## src/rtl/freq_div_pkg.sv

```systemverilog
// Shared types and helpers for the multi-channel frequency divider.
package freq_div_pkg;

    typedef enum logic {
        MODE_TOGGLE = 1'b0,
        MODE_PULSE  = 1'b1
    } mode_t;

    // Channel-select width; a single channel still needs a 1-bit field.
    function automatic int ch_width(input int num_ch);
        return (num_ch > 1) ? $clog2(num_ch) : 1;
    endfunction

endpackage

```

## src/rtl/freq_div_channel.sv

```systemverilog
// One divider channel: counter, active/shadow configuration, pending flag
// and registered div_out/tick outputs.
module freq_div_channel
    import freq_div_pkg::*;
#(
    parameter int               WIDTH       = 32,
    parameter logic [WIDTH-1:0] DEFAULT_DIV = '0
) (
    input  logic             clk_in,
    input  logic             reset_n,
    input  logic             enable,
    input  logic             sync_clr,
    input  logic             cfg_wr,
    input  logic [WIDTH-1:0] cfg_divisor,
    input  mode_t            cfg_mode,
    output logic             cfg_pending,
    output logic             div_out,
    output logic             tick
);

    typedef struct packed {
        logic [WIDTH-1:0] divisor;
        mode_t            mode;
    } ch_cfg_t;

    localparam ch_cfg_t RESET_CFG = '{divisor: DEFAULT_DIV, mode: MODE_TOGGLE};

    logic [WIDTH-1:0] cnt_q, cnt_d;
    ch_cfg_t          act_q, act_d;
    ch_cfg_t          shadow_q, shadow_d;
    logic             pending_q, pending_d;
    logic             div_out_q, div_out_d;
    logic             tick_q, tick_d;
    logic             terminal;

    // >= so that a commit lowering the divisor below cnt wraps on the next edge.
    assign terminal = (cnt_q >= act_q.divisor);

    always_comb begin
        cnt_d     = cnt_q;
        act_d     = act_q;
        shadow_d  = shadow_q;
        pending_d = pending_q;
        div_out_d = div_out_q;
        tick_d    = 1'b0;

        if (sync_clr) begin
            cnt_d     = '0;
            div_out_d = 1'b0;
            if (pending_q) begin
                act_d     = shadow_q;
                pending_d = 1'b0;
            end
        end else if (!enable) begin
            if (act_q.mode == MODE_PULSE) begin
                div_out_d = 1'b0;
            end
            if (pending_q) begin
                act_d     = shadow_q;
                pending_d = 1'b0;
                cnt_d     = '0;
            end
        end else if (terminal) begin
            cnt_d     = '0;
            tick_d    = 1'b1;
            // Output for this edge still follows the mode in force before commit.
            div_out_d = (act_q.mode == MODE_PULSE) ? 1'b1 : ~div_out_q;
            if (pending_q) begin
                act_d     = shadow_q;
                pending_d = 1'b0;
            end
        end else begin
            cnt_d = cnt_q + WIDTH'(1);
            if (act_q.mode == MODE_PULSE) begin
                div_out_d = 1'b0;
            end
        end

        // A write is applied after any commit, so it always waits for the next boundary.
        if (cfg_wr) begin
            shadow_d  = '{divisor: cfg_divisor, mode: cfg_mode};
            pending_d = 1'b1;
        end
    end

    always_ff @(posedge clk_in) begin
        if (!reset_n) begin
            cnt_q     <= '0;
            act_q     <= RESET_CFG;
            shadow_q  <= '0;
            pending_q <= 1'b0;
            div_out_q <= 1'b0;
            tick_q    <= 1'b0;
        end else begin
            cnt_q     <= cnt_d;
            act_q     <= act_d;
            shadow_q  <= shadow_d;
            pending_q <= pending_d;
            div_out_q <= div_out_d;
            tick_q    <= tick_d;
        end
    end

    assign cfg_pending = pending_q;
    assign div_out     = div_out_q;
    assign tick        = tick_q;

endmodule

```

## src/rtl/freq_divider_multi.sv

```systemverilog
// Multi-channel runtime-programmable divider; decodes config writes and fans out to channels.
// Define FREQDIV_SYNC_CLR_EN to add the sync_clr input that phase-aligns all channels.
module freq_divider_multi
    import freq_div_pkg::*;
#(
    parameter int               NUM_CH      = 4,
    parameter int               WIDTH       = 32,
    parameter logic [WIDTH-1:0] DEFAULT_DIV = '0,
    localparam int              CH_W        = ch_width(NUM_CH)
) (
    input  logic              clk_in,
    input  logic              reset_n,
`ifdef FREQDIV_SYNC_CLR_EN
    input  logic              sync_clr,
`endif
    input  logic [NUM_CH-1:0] enable,
    input  logic              cfg_wr,
    input  logic [CH_W-1:0]   cfg_ch,
    input  logic [WIDTH-1:0]  cfg_divisor,
    input  logic              cfg_mode,
    output logic [NUM_CH-1:0] cfg_pending,
    output logic [NUM_CH-1:0] div_out,
    output logic [NUM_CH-1:0] tick
);

    logic  clr_all;
    mode_t wr_mode;

`ifdef FREQDIV_SYNC_CLR_EN
    assign clr_all = sync_clr;
`else
    assign clr_all = 1'b0;
`endif

    assign wr_mode = mode_t'(cfg_mode);

    generate
        for (genvar gi = 0; gi < NUM_CH; gi++) begin : g_ch
            logic wr_sel;

            // Select values at or above NUM_CH match no channel and are dropped.
            assign wr_sel = cfg_wr && (cfg_ch == CH_W'(gi));

            freq_div_channel #(
                .WIDTH       (WIDTH),
                .DEFAULT_DIV (DEFAULT_DIV)
            ) u_channel (
                .clk_in      (clk_in),
                .reset_n     (reset_n),
                .enable      (enable[gi]),
                .sync_clr    (clr_all),
                .cfg_wr      (wr_sel),
                .cfg_divisor (cfg_divisor),
                .cfg_mode    (wr_mode),
                .cfg_pending (cfg_pending[gi]),
                .div_out     (div_out[gi]),
                .tick        (tick[gi])
            );
        end
    endgenerate

endmodule

```

## config.mk

```make
export PLATFORM = sky130hd
export DESIGN_NAME = freq_divider_multi
export DESIGN_NICKNAME = d
export VERILOG_FILES = /design/src/rtl/freq_div_pkg.sv /design/src/rtl/freq_div_channel.sv /design/src/rtl/freq_divider_multi.sv
export SDC_FILE = /design/constraint.sdc
export NUM_CORES = 1
export LEC_CHECK = 0
export BUFFER_PORTS_ARGS = -buffer_cell sky130_fd_sc_hd__clkbuf_2
export CAP_MARGIN = 10
export CELL_PAD_IN_SITES_DETAIL_PLACEMENT = 1
export CELL_PAD_IN_SITES_GLOBAL_PLACEMENT = 2
export CORE_MARGIN = 5
export CORE_UTILIZATION = 38
export CTS_BUF_LIST = sky130_fd_sc_hd__clkbuf_16
export DETAILED_ROUTE_END_ITERATION = 12
export PLACE_DENSITY_LB_ADDON = 0.1
export SETUP_SLACK_MARGIN = 0.5
export SLEW_MARGIN = 0
export SYNTH_ARGS = -nofsm -noshare
export SYNTH_HDL_FRONTEND = slang
export SYNTH_SLANG_ARGS = --single-unit
```

## constraint.sdc

```tcl
create_clock -name clk_in -period 3.3 [get_ports clk_in]
set_input_delay 0.33 -clock clk_in [delete_from_list [all_inputs] [get_ports clk_in]]
set_output_delay 0.33 -clock clk_in [all_outputs]
set_load 0.05 [all_outputs]
```

After elaboration in Yosys (flattened, before gate mapping)
Cells that the tools add are included.
- bitwise gates (word level): 4
- add/sub/neg operators: 4
- magnitude comparators: 4
- multiplexer cells: 56
- reduce and logical (&&, ||, !) cells: 13
- eq/ne operators: 11
- operators with widths (kind ; number):
    $mux W33 ; 12
    $mux W32 ; 12
    $add A32 B1 Y32 const B ; 4
    $ge A32 B32 Y1 ; 4
    $mux W1 ; 32
    $ne A3 B1 Y1 const B ; 4
    $ne A2 B1 Y1 const B ; 4
    $reduce_and A2 Y1 ; 4
    $reduce_bool A2 Y1 ; 4
    $eq A2 B2 Y1 const B ; 2
    $logic_and A1 B1 Y1 ; 4
    $not A1 Y1 ; 4
    $eq A2 B1 Y1 const B ; 1
    $logic_not A2 Y1 ; 1
- word-level logic and storage cells: 124
- register bits: 404
- output and inout port bits: 12

Longest topological paths before layout
Gate-level depths: netlist of run 1.
- depth in word-level cells: 4
- depth in mapped cells: 11
- gate-level depth less buffers: 9

Cells and area by module
From an unflattened synthesis of run 1, not the netlist that was laid out.
- cell total of the unflattened synthesis: 2317
- area total of the unflattened synthesis: 20285.7 um2
- by module, submodules not included (module ; seq. area each (um2) ; area each (um2) ; cells each ; instances):
    freq_div_channel ; 2021.9 ; 5061.1 ; 578 ; 4
    freq_divider_multi ; 0.0 ; 41.3 ; 5 ; 1

Worst setup path after synthesis of run 1
Ideal clock, no wire load.
- path type: register to register
- start point: register g_ch[0].u_channel.cnt_q[0]
- end point: register g_ch[0].u_channel.cnt_q[31]
- buffers on the path: 1
- library setup time: 0.062 ns
- data required time: 3.238 ns
- path slack: 0.785 ns
- data arrival time: 2.453 ns
- stages on the path, launching flop included: 11
- period minus slack after synthesis: 2.515 ns
- cell sequence: dfxtp_1 inv_1 ha_1 nand2b_1 a2111oi_0 or4b_1 a31oi_4 or3_1 buf_2 or4_1 nand3_1
- longest elaborated chain between the ends: 3
- ends and longest elaborated chain (item ; RTL line ; RTL):
    start, declared ; freq_div_channel.sv:28 ; logic [WIDTH-1:0] cnt_q, cnt_d;
    start signal, assigned ; freq_div_channel.sv:95 ; cnt_q <= cnt_d;
    $add A32 B1 Y32 or $ge A32 B32 Y1 (tied branches) ; freq_div_channel.sv:73, freq_div_channel.sv:37 ;
    $mux W32 * ; freq_div_channel.sv:63 ; end else if (terminal) begin
    $mux W32 * ; freq_div_channel.sv:54 ; end else if (!enable) begin
Every way passes the cells marked *; elsewhere a longest branch is shown, timed or not.
A chain may end at the register's enable or synchronous reset.

Worst setup path in the final report of run 1
- start point: register g_ch[3].u_channel.cnt_q[13]
- end point: register g_ch[3].u_channel.cnt_q[19]
- longest elaborated chain between the ends: 3
- ends and longest elaborated chain (item ; RTL line):
    start, declared ; freq_div_channel.sv:28
    start signal, assigned ; freq_div_channel.sv:95
    $add A32 B1 Y32 or $ge A32 B32 Y1 (tied branches) ; freq_div_channel.sv:73, freq_div_channel.sv:37
    $mux W32 * ; freq_div_channel.sv:63
    $mux W32 * ; freq_div_channel.sv:54
Marked as above.

==> results of run 1 <==
## report_power, final
group          switching [mW]  total [mW]  internal (mW)
clock                    2.11        5.00           2.89
sequential             0.0435        5.00           4.95
combinational           0.469       0.639          0.169
total                    2.62        10.6           8.02
## synthesized netlist by cell type (all sizes together)
cell type	count	area (um^2)
nor2b	2	12.5
o31ai	1	7.51
a22o	11	96.3
nor4	9	75.1
a2bb2oi	1	8.76
or2	10	62.6
o22ai	1	6.26
nor3b	1	7.51
clkbuf	91	342
nor3	18	100
and4	11	96.3
o311ai	18	158
o21ai	186	935
a2111oi	4	35.0
or3	10	62.6
a22oi	8	60.1
a31oi	15	121
nor2	105	394
a21oi	219	1100
nand3b	1	7.51
mux2i	23	230
nand2	543	2040
buf	53	274
o21a	4	30.0
nand3	218	1090
and2	7	43.8
xor2	22	193
o2111ai	3	26.3
or4	4	33.8
nand2b	21	131
a211oi	1	7.51
o2bb2ai	1	8.76
a21o	21	158
a221o	6	60.1
clkinv	1	3.75
inv	151	567
ha	132	1650
xnor2	25	219
a41oi	2	17.5
dfxtp	404	8090
or3b	1	8.76
a221oi	4	35.0
nand4	46	300
or4b	4	40.0
and3	35	219
## state kept, by name, indices dropped and copies added (netlist names)
register	flops
g_ch.u_channel.cfg_pending	4
g_ch.u_channel.shadow_q	132
g_ch.u_channel.tick	4
g_ch.u_channel.cnt_q	128
g_ch.u_channel.div_out	4
g_ch.u_channel.act_q	132
## through the flow
step           power, mW  instances  instance area (um^2)  util, %  hold slack [ns]
2_1_floorplan       5.48       2454                 19200        -            0.435
3_3_place_gp        5.71       3074                 20100     40.2            0.441
3_5_place_dp        5.72       3074                 20100     40.2            0.449
4_1_cts             10.8       3160                 21600     43.2           0.0325
5_1_grt             11.1       3164                 21800     43.5           0.0683
6_report            10.6       3164                 21800     43.5           0.0875
## cells in the final DEF (no fill, tap or decap), types with 14 or more instances in the layout
cell type,instances
nand2_1,543
dfxtp_1,399
nand3_1,218
a21oi_1,217
o21ai_0,176
inv_1,160
ha_1,131
nor2_1,100
clkbuf_2,52
clkbuf_16,49
nand4_1,44
buf_4,40
and3_1,35
xnor2_1,25
mux2i_1,23
xor2_1,22
nand2b_1,21
a21o_1,21
o311ai_0,14
## final timing paths
check	start	endpoint	slack [ns]
setup / recovery	g_ch[3].u_channel.cnt_q[13]	g_ch[3].u_channel.cnt_q[19]	0.63
hold / removal	cfg_divisor[3]	g_ch[0].u_channel.shadow_q[4]	0.09
setup reg to reg	g_ch[3].u_channel.cnt_q[13]	g_ch[3].u_channel.cnt_q[19]	0.63
hold reg to reg	g_ch[0].u_channel.shadow_q[17]	g_ch[0].u_channel.act_q[17]	0.45
## cells by family after synthesis
group                      count (synthesis)  synth area share [%]
AOI/OAI and AO/OA                        506                  15.0
xor gates and xnor gates                  47                  2.15
adders and majority gates                132                  8.62
buffers and inverters                    296                  6.19
DFF                                      404                  42.2
muxes                                     23                  1.20
and+or+nand+nor                         1046                  24.7
## worst register-to-register path, stage by stage, from the launching register on
cell	delay, ns
dfxtp_1	0.40
ha_1	0.34
nand4_1	0.13
nor3_1	0.25
or4b_1	0.53
a31oi_4	0.28
nor3_2	0.10
buf_12	0.18
a21o_1	0.19
a22o_1	0.18
## what timing repair did
action | 4_1_cts | 5_1_grt
setup buffers | 4 | 4
setup endpoints to repair | 104 | 200
resized for setup | 11 | 30
pin swaps | 2 | 12
## area by class of cell
| type | count | area [um^2] |
|---|---|---|
| well taps | 672 | 841 |
| repair buffers | 100 | 706 |
| fillers | 6129 | 28300 |
| multi-input cells | 1754 | 10100 |
| clock inverters | 33 | 221 |
| clock buffers | 49 | 1230 |
| flip-flops and latches | 404 | 8090 |
| inverters | 152 | 573 |
## routing by layer
metal,vias to the layer above,wire length [um]
met5,-,0
met3,87,1790
met2,164,27400
met4,0,1470
met1,8230,26200
li1,8388,-
==> impl_metrics.ini, run 1 <==
[status]
status = complete, no violations

[global_route]
grt_busiest_layer = met2
grt_max_degree = 143
first_global_vias = 17300
grt_pass1_wl_um = 91200
antenna_found_initial = 0
gr-usage-met3_pct = 2.83
gr-usage-all-layers_pct = 20.5
grt_use_met2_pct = 35.8
grtUsageMet1_pct = 26.3
grt_overflow = 0

[place]
gp_congestion = 0.776
post-place-ws_ns = 0.0971
dp_hpwl_um = 39000
io_buffer_count = 53

[die]
start_util_pct = 38.3
core_area_um2 = 50100
die_w_um = 235
fp.dieArea_um2 = 55000
die_h_um = 235
rows = 82
io_pins = 54

[clock_network]
cts_buffer_depth = 3
cts_buffers = 47
clock-sinks = 404
cts_root_buf = clkbuf_16
clk_pin_slew_worst_paths_ns = 0.06
cts_hold_buf = 0
cts_tree = built
clk_latency_ns = 0.58
htree_levels = 2

[logic_synthesis]
synthCells = 2454
netlist_area_um2 = 19200
ys_warn_count = 0
syn_nets = 2628
avgSynthCellArea_um2 = 7.81
synthDistinctLibCells = 58
yosysSeqAreaShare_pct = 42.2
synth-seq-cells = 404

[routing]
drt_first_pass_iters = 5
vias = 16900
drtIter0Drc = 831
via_per_inst = 5.33
wirelength_um = 56900
final_antenna_net_count = 0
drc = 0
wl_per_cell_um = 18.0

[setup_path]
r2r_cells = 9
slowest_delay_ns = 0.53
cp_top_family = simple AND/OR/NAND/NOR gates
endpoint_kind = flip-flop
cp_num_cells = 9
critPathSlowestCell = or4b_1
worst-path-buf-inv = 1
worst-endpoint-arrival_ns = 3.13
worst_setup_path_start_kind = flip-flop
path_max_fanout = 39
crit_type = reg -> reg
cp_cell_sequence = ha_1 > nand4_1 > nor3_1 > or4b_1 > a31oi_4 > nor3_2 > buf_12 > a21o_1 > a22o_1
required_ns = 3.76

[timing]
setup_viol = 0
rsz0062_at_grt = yes
fin_tns_setup_ns = 0
relSlewSlack_pct = 41.8
hold_violations = 0
slew_violations = 0
fin_skew_ns = 0.0114
fmax_mhz = 375
finalCriticalPeriod_ns = 2.67
tightest_slew_ns = 0.870
setup_ws_ns = 0.632
fin_crit_sh_pct = 80.9

[final_layout]
drive_gt1_share_pct = 9.03
n_antenna_cell = 0
synthToLayoutAreaGrowth_pct = 13.7
final_nets = 2633

[power_and_ir_drop]
vdd_drop_max_mv = 0.375
p_per_area_nw_per_um2 = 488
leakagePower_nw = 7.88

[job]
maxCapViolations = 0

[worst_hold_path]
whs_path_depth = 3
hp-class = in -> reg
Note: power is estimated with default switching activity, not from simulation.
==> run 2: changes to the inputs <==
- CORE_UTILIZATION: 38 -> 34
- clock period: 3.3 -> 2.4 ns (I/O delays scaled with it)
==> run 2 against run 1 <==
The flow now finishes with violations (negative setup slack); first-iteration DRC count down 1.3%; critical path depth up 3; sequential share of layout area down 8.6 points; sequential cell count unchanged; clock power up 46%; power up 47%; wire length up 24%; register-to-register slack worse by 0.90 ns; clock-buffer cell count unchanged; via count up 11%; final cell count up 14%.
==> impl_metrics.ini, run 2 (synthesis results as in run 1) <==
[power_and_ir_drop]
vdd_drop_max_mv = 0.523
leakagePower_nw = 10.8
p_per_area_nw_per_um2 = 545

[die]
fp.dieArea_um2 = 61200
start_util_pct = 34.1
die_h_um = 247
die_w_um = 247
io_pins = 54
core_area_um2 = 56200
rows = 87

[final_layout]
drive_gt1_share_pct = 37.9
nFillCells = 6375
utilization_pct = 51.1
reg_top3 = g_ch.u_channel.act_q (132), g_ch.u_channel.shadow_q (132), g_ch.u_channel.cnt_q (128)
mostFrequentLayoutCell = nand2_1
layout_common_cells = 534 x nand2_1, 312 x dfxtp_1, 259 x buf_4
regArea_um2 = 8210
final_nets = 2991
synthToLayoutAreaGrowth_pct = 49.8
multi_input_area_um2 = 12600

[clock_network]
htree_levels = 2
cts_tree = built
cts_buffer_depth = 3
clk_latency_ns = 0.58
clock-sinks = 404
clk_pin_slew_worst_paths_ns = 0.06
cts_root_buf = clkbuf_16
cts_buffers = 48

[setup_path]
r2r_slack_ns = -0.27
r2r-end = g_ch[3].u_channel.cnt_q[19]
crit_type = reg -> reg
worst-endpoint-arrival_ns = 3.14
r2r_cells = 12
path_max_fanout = 8
r2r-start = g_ch[3].u_channel.act_q[16]
required_ns = 2.87
worst_setup_path_start_kind = flip-flop
endpoint_kind = flip-flop
cp-endpoint = g_ch[3].u_channel.cnt_q[19]
startpoint = g_ch[3].u_channel.act_q[16]

[timing]
fin_skew_ns = 0.00828
relSlewSlack_pct = 25.4
setup_ws_ns = -0.268
tightest_slew_ns = 1.11
hold_violations = 0
fin_crit_sh_pct = 111
fmax_mhz = 375
slew_violations = 0
rsz0062_at_grt = yes
finalCriticalPeriod_ns = 2.67
timing.hold.ws_ns = 0.0349
setup_viol = 246

[global_route]
grt_overflow = 0
grt_max_degree = 82
antenna_found_initial = 0
gr-usage-all-layers_pct = 21.1
first_global_vias = 19600
grt_pass1_wl_um = 104000

[routing]
drtIter0Drc = 820
via_per_inst = 5.17
final_antenna_net_count = 0
vias = 18700
wirelength_um = 70700
wl_per_cell_um = 19.6
drc = 0
drt_first_pass_iters = 4

[worst_hold_path]
whs_path_depth = 3
hp-class = in -> reg

[job]
maxCapViolations = 0

[place]
gp_congestion = 0.753
io_buffer_count = 53
dp_hpwl_um = 43200

[status]
violations = negative setup slack
status = finished, violations left
run 2: cell count changes in the layout (fill, tap and decap cells not counted), sizes merged:
cell         previous run  this run
bufinv                  3         6
clkbuf                102       120
inv                   161       165
buf                    47       380
diode                   0         1
clkinv                 20        16
dlygate4sd3             0         5
o21ai                 186       187
run 2: routing by layer:
layer | share of wire [%] | routed length [um] | vias to the layer above | global-route usage, %
li1 | - | - | 9151 | -
met1 | 43 | 30200 | 9200 | 26.0
met2 | 52 | 36800 | 204 | 39.2
met3 | 2.9 | 2050 | 99 | 2.49
met4 | 2.3 | 1610 | 0 | 5.12
met5 | 0 | 0 | - | 0
run 2: stage by stage:
stage / instance area, um^2 / power [mW] / TNS (ns) / setup WS [ns] / std cells
5_1_grt: 28700 / 16.2 / -51.84 / -0.374 / 3608
4_1_cts: 26300 / 15.6 / -13.66 / -0.174 / 3537
6_report: 28700 / 15.7 / -27.27 / -0.268 / 3609
3_5_place_dp: 22400 / 8.00 / -19.71 / -0.231 / 3368
3_3_place_gp: 22400 / 7.98 / -8.29 / -0.209 / 3368
2_1_floorplan: 19700 / 7.59 / 0 / 0.0187 / 2454
run 2: cell type report:
| type | count | share of cell area, % |
|---|---|---|
| Multi-Input combinational cell | 1755 | 44.1 |
| Sequential cell | 404 | 28.6 |
| Timing Repair Buffer | 456 | 16.7 |
| Clock buffer | 49 | 4.27 |
| Tap cell | 756 | 3.29 |
| Inverter | 152 | 2.00 |
| Clock inverter | 36 | 1.06 |
| Antenna cell | 1 | 0.00872 |
run 2: power breakdown:
part           leakage [nW]  switching (mW)  internal (mW)
combinational          6.66           0.877          0.591
sequential             3.31          0.0585           6.81
clock                 0.797            3.01           4.31
total                  10.8            3.95           11.7
run 2: timing repair:
action	CTS	global route
buffers inserted	53	48
hold endpoints to repair	12	0
gates resized for setup	345	363
gates cloned	26	22
pin swaps	117	164
endpoints found under the setup margin	272	272
hold buffers	5	0
run 2: worst min-delay path by stage:
stage	startpoint	to
after global routing	cfg_divisor[2]	g_ch[2].u_channel.shadow_q[3]
after detailed placement	g_ch[2].u_channel.shadow_q[16]	g_ch[2].u_channel.act_q[16]
after floorplan	cfg_mode	g_ch[0].u_channel.shadow_q[0]
after global placement	g_ch[1].u_channel.shadow_q[16]	g_ch[1].u_channel.act_q[16]
final	cfg_divisor[2]	g_ch[2].u_channel.shadow_q[3]
after CTS	cfg_divisor[0]	g_ch[2].u_channel.shadow_q[1]
run 2: critical path: stages (launching register included):
cell     delay (ns)
dfxtp_2        0.34
inv_2          0.05
ha_4           0.26
nand4_1        0.15
nor3_2         0.21
or4b_4         0.51
a31oi_4        0.19
buf_6          0.14
nor3_4         0.05
buf_6          0.17
buf_12         0.15
a21o_1         0.15
a22o_1         0.17
==> run 3: changes to the inputs <==
- clock period: 2.4 -> 2.35 ns (I/O delays scaled with it)
==> run 3 against run 2 <==
The flow still finishes with violations (negative setup slack); critical path type unchanged; final area is 0.75% lower; non-clock buffer count is 3 higher; largest power group unchanged; critical path depth stayed put; highest routed layer is now met5.
==> impl_metrics.ini, run 3 (synthesis results as in run 1) <==
[status]
status = finished, violations left
violations = negative setup slack

[final_layout]
regArea_um2 = 8200
reg_top3 = g_ch.u_channel.act_q (132), g_ch.u_channel.shadow_q (132), g_ch.u_channel.cnt_q (128)
final_nets = 2995
n_antenna_cell = 0
mostFrequentLayoutCell = nand2_1
layout_common_cells = 528 x nand2_1, 318 x dfxtp_1, 261 x buf_4
multi_input_area_um2 = 12500
drive_gt1_share_pct = 35.9
final_cell_area_um2 = 28500
synthToLayoutAreaGrowth_pct = 48.7
nFillCells = 6459

[clock_network]
clk_latency_ns = 0.59
cts_buffers = 50
cts_tree = built
cts_buffer_depth = 3
htree_levels = 2
clk_pin_slew_worst_paths_ns = 0.06
clock-sinks = 404
cts_root_buf = clkbuf_16

[power_and_ir_drop]
p_clk_share_pct = 48.8
p_switching_mw = 4.09
leakagePower_nw = 10.7
vdd_drop_max_mv = 0.506
total_power_mw = 16.5
p_int_mw = 12.4
seq_power_share_pct = 42.4
power_frac_comb_pct = 8.8
p_per_area_nw_per_um2 = 580
switching_share_pct = 24.8

[die]
die_h_um = 247
start_util_pct = 34.1
core_area_um2 = 56200
die_w_um = 247
rows = 87
fp.dieArea_um2 = 61200
io_pins = 54

[timing]
timing.hold.ws_ns = 0.0312
setup_viol = 252
fin_crit_sh_pct = 111
setup_ws_ns = -0.262
relSlewSlack_pct = 29.2
fmax_mhz = 383
fin_skew_ns = 0.0153
slew_violations = 0
finalCriticalPeriod_ns = 2.61
fin_tns_setup_ns = -30.95
tightest_slew_ns = 1.06
rsz0062_at_grt = yes
hold_violations = 0

[global_route]
grt_max_degree = 194
gr-usage-all-layers_pct = 21.3
grt_overflow = 0
first_global_vias = 19600
antenna_found_initial = 0
grt_pass1_wl_um = 105000

[setup_path]
worst_setup_path_start_kind = flip-flop
crit_type = reg -> reg
r2r-start = g_ch[3].u_channel.act_q[26]
r2r_cells = 12
endpoint_kind = flip-flop
path_max_fanout = 5
r2r_slack_ns = -0.26
worst-endpoint-arrival_ns = 3.10
r2r-end = g_ch[3].u_channel.cnt_q[26]
required_ns = 2.84

[worst_hold_path]
hold_end = g_ch[0].u_channel.shadow_q[27]
whs_path_depth = 3
hp-class = in -> reg
min_from = cfg_divisor[26]

[job]
maxCapViolations = 0

[routing]
drc = 0
wl_per_cell_um = 18.7
drtIter0Drc = 894
vias = 18600
via_per_inst = 5.15
drt_first_pass_iters = 4
wirelength_um = 67600
final_antenna_net_count = 0

[place]
postPlaceCellArea_um2 = 22500
io_buffer_count = 53
dp_hpwl_um = 42900
post-place-ws_ns = -0.391
gp_congestion = 0.752
## run 3: what timing repair did
action,in CTS,in global routing
hold endpoints to repair,46,0
buffers inserted,66,30
pin swaps,160,119
hold buffers,16,0
setup endpoints to repair,272,272
cloned,26,3
resized for setup,406,229
## run 3: worst max-delay path, cell delays in order (launching register included)
cell,delay (ns)
dfxtp_2,0.33
inv_1,0.06
ha_4,0.27
nand4_1,0.20
nor4_4,0.34
buf_4,0.16
nand4_1,0.13
a31oi_4,0.28
nor3_4,0.11
buf_6,0.16
buf_12,0.13
buf_16,0.13
a22o_1,0.20
## run 3: per-stage QoR
step                util, %  instances
floorplan                 -       2454
global placement       40.1       3382
detailed placement     40.1       3382
CTS                    48.3       3579
global route           50.7       3614
finish                 50.7       3614
## run 3: area by class of cell
type | instances | share of cell area [%]
clock inverter | 38 | 1.43
multi-input combinational | 1754 | 43.8
sequential | 404 | 28.8
inverter | 152 | 2.02
clock buffer | 51 | 4.48
timing repair buffer | 459 | 16.2
tap | 756 | 3.32
## run 3: worst max path at each step
stage          slack [ns]                           to                        start
2_1_floorplan       -0.03  g_ch[0].u_channel.cnt_q[31]  g_ch[0].u_channel.cnt_q[18]
3_3_place_gp        -0.22   g_ch[0].u_channel.cnt_q[7]  g_ch[0].u_channel.act_q[31]
3_5_place_dp        -0.39   g_ch[0].u_channel.cnt_q[7]  g_ch[0].u_channel.act_q[27]
4_1_cts             -0.21  g_ch[0].u_channel.act_q[18]  g_ch[0].u_channel.act_q[14]
5_1_grt             -0.36  g_ch[3].u_channel.cnt_q[30]  g_ch[3].u_channel.act_q[16]
6_report            -0.26  g_ch[3].u_channel.cnt_q[26]  g_ch[3].u_channel.act_q[26]
## run 3: power groups by stage
stage	sequential (mW)	combinational, mW	clock, mW
6_report	7.01	1.45	8.07
2_1_floorplan	7.15	0.601	0
5_1_grt	7.02	1.55	8.58
3_3_place_gp	7.16	0.972	0
3_5_place_dp	7.17	0.990	0
4_1_cts	7.01	1.31	8.30
## run 3: metal layers
| metal | GRT usage [%] | vias up | wire, um |
|---|---|---|---|
| li1 | - | 9132 | - |
| met1 | 26.2 | 9165 | 29000 |
| met2 | 39.0 | 224 | 34700 |
| met3 | 3.21 | 85 | 2410 |
| met4 | 5.04 | 4 | 1280 |
| met5 | 2.46 | - | 207 |
